[src/rtl/serial_bit_feeder.sv]
// -----------------------------------------------------------------------------
// serial_bit_feeder
//
// Parallel-to-serial front end for the one-bit input of the sequence detector.
// WIDTH-bit words arrive over a valid/ready handshake. Each word is shifted out
// one bit per BIT_CYCLES clocks on `s`, qualified by `s_valid`. Consecutive
// words stream with no idle gap, so the detector sees a continuous bit stream
// across word boundaries.
//
// Ports:
//   clk        system clock, all state on the rising edge
//   rst        asynchronous, active-high reset
//   in_data    word to serialize, sampled only on an accept
//   in_valid   upstream has a word on in_data
//   in_ready   block can accept a word this cycle
//   s          serial bit to the detector (0 when idle; gate on s_valid)
//   s_valid    s carries a real data bit this cycle
//   word_done  one-cycle pulse on the final cycle of a word's last bit
//   busy       high while shifting a word
// -----------------------------------------------------------------------------
module serial_bit_feeder #(
    parameter int WIDTH      = 8,   // 2..32
    parameter int MSB_FIRST  = 1,   // 1 = MSB first, 0 = LSB first
    parameter int BIT_CYCLES = 1    // 1..16 clocks per bit
) (
    input  logic             clk,
    input  logic             rst,
    input  logic [WIDTH-1:0] in_data,
    input  logic             in_valid,
    output logic             in_ready,
    output logic             s,
    output logic             s_valid,
    output logic             word_done,
    output logic             busy
);

    // Counter widths, never narrower than one bit.
    localparam int BW = (WIDTH > 1)      ? $clog2(WIDTH)      : 1;
    localparam int DW = (BIT_CYCLES > 1) ? $clog2(BIT_CYCLES) : 1;

    localparam logic [BW-1:0] BIT_LAST = BW'(WIDTH - 1);
    localparam logic [DW-1:0] DIV_LAST = DW'(BIT_CYCLES - 1);

    typedef enum logic {
        IDLE  = 1'b0,
        SHIFT = 1'b1
    } state_t;

    state_t           state_reg;
    state_t           state_next;
    logic [WIDTH-1:0] sreg_reg;
    logic [BW-1:0]    bit_cnt_reg;
    logic [DW-1:0]    div_cnt_reg;

    logic             div_last;
    logic             bit_last;
    logic             last;
    logic             accept;
    logic             cur_bit;
    logic [WIDTH-1:0] sreg_adv;

    // Terminal decodes come from registered counters only, so in_ready and
    // word_done have no path from any input.
    assign div_last = (div_cnt_reg == DIV_LAST);
    assign bit_last = (bit_cnt_reg == BIT_LAST);
    assign last     = (state_reg == SHIFT) && bit_last && div_last;
    assign accept   = in_valid && in_ready;

    // Bit order: pick the outgoing bit and the shift direction.
    generate
        if (MSB_FIRST != 0) begin : g_msb_first
            assign cur_bit  = sreg_reg[WIDTH-1];
            assign sreg_adv = {sreg_reg[WIDTH-2:0], 1'b0};
        end else begin : g_lsb_first
            assign cur_bit  = sreg_reg[0];
            assign sreg_adv = {1'b0, sreg_reg[WIDTH-1:1]};
        end
    endgenerate

    // -------------------------------------------------------------------------
    // State register
    // -------------------------------------------------------------------------
    always_ff @(posedge clk or posedge rst) begin
        if (rst) begin
            state_reg <= IDLE;
        end else begin
            state_reg <= state_next;
        end
    end

    // -------------------------------------------------------------------------
    // Next-state logic
    // -------------------------------------------------------------------------
    always_comb begin
        state_next = state_reg;
        case (state_reg)
            IDLE: begin
                if (accept) begin
                    state_next = SHIFT;
                end
            end
            SHIFT: begin
                // An accept in the last cycle keeps SHIFT with no bubble.
                if (last && !accept) begin
                    state_next = IDLE;
                end
            end
            default: state_next = IDLE;
        endcase
    end

    // -------------------------------------------------------------------------
    // Outputs
    // -------------------------------------------------------------------------
    always_comb begin
        in_ready  = 1'b0;
        s         = 1'b0;
        s_valid   = 1'b0;
        busy      = 1'b0;
        word_done = 1'b0;
        case (state_reg)
            IDLE: begin
                in_ready = 1'b1;
            end
            SHIFT: begin
                s         = cur_bit;
                s_valid   = 1'b1;
                busy      = 1'b1;
                word_done = last;
                in_ready  = last;
            end
            default: begin
                in_ready = 1'b0;
            end
        endcase
    end

    // -------------------------------------------------------------------------
    // Shift register and bit/divider counters
    // -------------------------------------------------------------------------
    always_ff @(posedge clk or posedge rst) begin
        if (rst) begin
            sreg_reg    <= '0;
            bit_cnt_reg <= '0;
            div_cnt_reg <= '0;
        end else if (accept) begin
            sreg_reg    <= in_data;
            bit_cnt_reg <= '0;
            div_cnt_reg <= '0;
        end else if (state_reg == SHIFT) begin
            if (div_last) begin
                div_cnt_reg <= '0;
                if (bit_last) begin
                    // Word finished with nothing queued: park cleared.
                    sreg_reg    <= '0;
                    bit_cnt_reg <= '0;
                end else begin
                    sreg_reg    <= sreg_adv;
                    bit_cnt_reg <= bit_cnt_reg + BW'(1);
                end
            end else begin
                div_cnt_reg <= div_cnt_reg + DW'(1);
            end
        end
    end

endmodule

[config.mk]
export PLATFORM = sky130hd
export DESIGN_NAME = serial_bit_feeder
export DESIGN_NICKNAME = d
export VERILOG_FILES = /design/src/rtl/serial_bit_feeder.sv
export SDC_FILE = /design/constraint.sdc
export NUM_CORES = 1
export LEC_CHECK = 0
export CAP_MARGIN = 10
export CORE_MARGIN = 2
export CORE_UTILIZATION = 42
export DETAILED_ROUTE_END_ITERATION = 6
export PLACE_DENSITY = 0.73
export SYNTH_ARGS = -nofsm -noshare
export SYNTH_HDL_FRONTEND = slang
export SYNTH_SLANG_ARGS = --single-unit
export TNS_END_PERCENT = 1
[constraint.sdc]
create_clock -name clk -period 1.4 [get_ports clk]
set_input_delay 0.21 -clock clk [delete_from_list [all_inputs] [get_ports clk]]
set_output_delay 0.21 -clock clk [all_outputs]
set_load 0.05 [all_outputs]
==> key figures, run 1 <==
Worst setup path
  • WP data arrival: 1.47 ns
  • Worst Path Required: 1.19 ns
  • Max incr delay on CP: 0.40 ns
  • Critical path type: flip-flop to output port
  • Crit-path max FO: 4
  • Critical-path cell list: ha_2, ha_4, nand2b_4, buf_12, buf_12
  • Crit-path slowest cell: dfrtp_1
  • Crit path top cell by count: buf_12
  • Setup crit end kind: output port
  • Worst setup SP type: flip-flop

Finish
  • Cell Count, Final, Fillers Out: 90
  • Final core occ: 0.642
  • Final net count: 88
  • Area grow syn2layout: 46.3%
  • Sequential cell area: 304 µm²
  • Multi-input gate area: 320 µm²
  • Share of cells above drive strength 1: 0.270
  • Number of diodes: 0
  • Filler instances: 125
  • Max FFs per register: 8

Detailed routing
  • TritonRoute pass-1 iters: 4
  • Vias per cell: 5.64
  • Antenna Nets Post-Route: 0
  • Drt initial violations: 10
  • Via Count: 508
  • WL per Instance: 15.2 µm
  • Final WL: 1370 µm
  • DRC Markers: 0

Floorplanning
  • Starting Density: 0.439
  • Top Ports: 16
  • Die area: 1870 µm²
  • # rows: 14
  • Horiz. Die Dim: 43.2 µm
  • Area of the core: 1470 µm²
  • Die height: 43.2 µm

GRT
  • Initial antenna violation count: 0
  • Grt total ovfl: 0
  • Largest net degree at the start of global routing: 25
  • All-Layer GR Usage: 0.182
  • First-pass GRT wire length: 2390 µm
  • Vias in the first global route: 490

Outcome
  • Failing checks: negative setup slack
  • Status: finished with violations

STA
  • Hold Fails Final Rpt: 0
  • Fin Hold WS: 0.224 ns
  • Final Slew Violations: 0
  • Endpoints failing setup: 11
  • Rel. slew slack: 0.693
  • Final critical-path required period: 1.68 ns
  • Post-route setup slack: -0.284 ns
  • Fmax achieved: 594 MHz
  • Part of the cycle the worst path needs: 1.20
  • RSZ-0062 raised after global routing: true
  • Slew @ Worst Pin: 0.460 ns
  • Layout Skew: 0.00585 ns

Synth
  • FF+latch count, synth: 12
  • Leading area contributor after synthesis: dfrtp_1
  • Ys flop type: dfrtp_1
  • Top cells by count, synth: 12 x dfrtp_1, 7 x a311o_1, 7 x and3b_1, 7 x nor3b_1, 4 x buf_2
  • Mapped Area: 646 µm²
  • Count of cell types in the netlist: 18
  • Synthesized net count: 69
  • Yosys top cell area share: 0.465
  • Synthesis Warnings: 0
  • Mapped Avg Cell Area: 11.5 µm²
  • EDFF count, synth: 0
  • Async SR Flop Fraction: 1.00
  • Most numerous cell in the Yosys netlist: dfrtp_1
  • Register area share after synthesis: 0.465
  • Ranking of synthesized cells by area: dfrtp_1 47%, a311o_1 11%, and3b_1 9.5%
  • Synth Instances: 56

Job
  • Maxcap violations: 0

Power
  • Switching Power: 688 µW
  • Logic gate share of total power: 0.546
  • Sequential power share: 0.325
  • Pwr/cell area: 1960 nW/µm²
  • LEAKAGE: 0.413 nW
  • Pint: 1.17 mW
  • Switching fraction of total power: 0.371
  • VDD IR max: 1180 µV
  • Total Power: 1.85 mW
  • Clock Power Share: 0.129

Placement
  • Pre-CTS setup slack: -0.0977 ns
  • Dpl hpwl: 895 µm
  • Placed cells: 84
  • I/O Buffers: 15
  • GP Congestion: 0.711

Clock tree
  • CTS tree: done
  • # clock sinks: 12
  • Skew-Pair Late Insertion Delay: 0.28 ns
  • Root Buffer: clkbuf_4
  • Maximum clock insertion buffer count: 2
  • Clk slew on worst S/H paths: 0.08 ns
  • CTS buffer count: 3
  • H-Tree Depth: 1

Worst hold path
  • Hold WC Path Type: input port to asynchronous set/reset pin
[cells in the final DEF (no fill, tap or decap), drive strengths merged, types with 2 or more instances in the layout]
master	n
a311o	7
a32o	2
and2	2
and3b	7
buf	11
clkbuf	4
clkdlybuf4s50	10
dfrtp	12
ha	2
nand2b	2
nor3b	7
o21ai	2
[cell families after synthesis]
logic type | Yosys count | synth area share
simple gates | 23 | 0.264
flops | 12 | 0.465
compound gates | 11 | 0.155
buf+inv | 8 | 0.0775
fa+ha+maj | 2 | 0.0388
[final cells by class]
type,count,area share
flip-flops and latches,12,0.322
inverters,1,0.00397
well taps,16,0.0212
multi-input cells,36,0.339
clock buffers,4,0.0278
repair buffers,21,0.286
[critical path, delay by kind of cell, from the launching register on]
| family | cells | cell delay, ns |
|---|---|---|
| buffers and inverters | 2 | 0.26 |
| flip-flops | 1 | 0.40 |
| adder cells (fa/ha/maj) | 2 | 0.36 |
| AND/OR/NAND/NOR | 1 | 0.16 |
[path summary, 6_finish.rpt]
check                               start          end  slack, ns  cells past startpoint
min in group clk              sreg_reg[0]  sreg_reg[0]       0.50                      1
max reg2reg                bit_cnt_reg[0]  sreg_reg[3]      -0.17                      5
min                                   rst  sreg_reg[5]       0.22                      2
max in group asynchronous             rst    state_reg       0.83                      2
max                        bit_cnt_reg[0]     in_ready      -0.28                      5
min reg2reg                   sreg_reg[0]  sreg_reg[0]       0.50                      1
[power groups by stage]
stage / registers (mW) / logic, mW / clock network (mW)
after floorplan: 0.560 / 0.627 / 0
after detailed placement: 0.598 / 0.959 / 0
after global placement: 0.587 / 0.934 / 0
after CTS: 0.601 / 1.02 / 0.246
final: 0.602 / 1.01 / 0.240
after global routing: 0.619 / 1.09 / 0.259
[what timing repair did]
action	4_1_cts	5_1_grt
setup buffers	2	0
hold buffers	0	0
pin swaps	1	0
setup endpoints to repair	11	12
gates resized for setup	2	0
[stage by stage]
stage / instance area (µm²) / TNS (ns)
after floorplan: 671 / -0.116
after global placement: 891 / -0.244
after detailed placement: 891 / -0.550
after CTS: 945 / -1.56
after global routing: 945 / -2.11
final: 945 / -1.58
[layer usage]
metal  up-vias  wire [µm]  track usage
met4         0         29        0.127
met2        20        693        0.278
li1        246          -            -
met3         4         66       0.0426
met5         -          0            0
met1       238        583        0.223
(Power assumes the default switching activity.)
==> run 2: changes to the inputs <==
--- a/config.mk
+++ b/config.mk
@@ -8,6 +8,7 @@
 export CAP_MARGIN = 10
 export CORE_MARGIN = 2
 export CORE_UTILIZATION = 42
+export CTS_CLUSTER_SIZE = 16
 export DETAILED_ROUTE_END_ITERATION = 6
 export PLACE_DENSITY = 0.73
 export SYNTH_ARGS = -nofsm -noshare
==> results of run 2 <==
The final DEF is identical to that of run 1; final timing and power are the same.
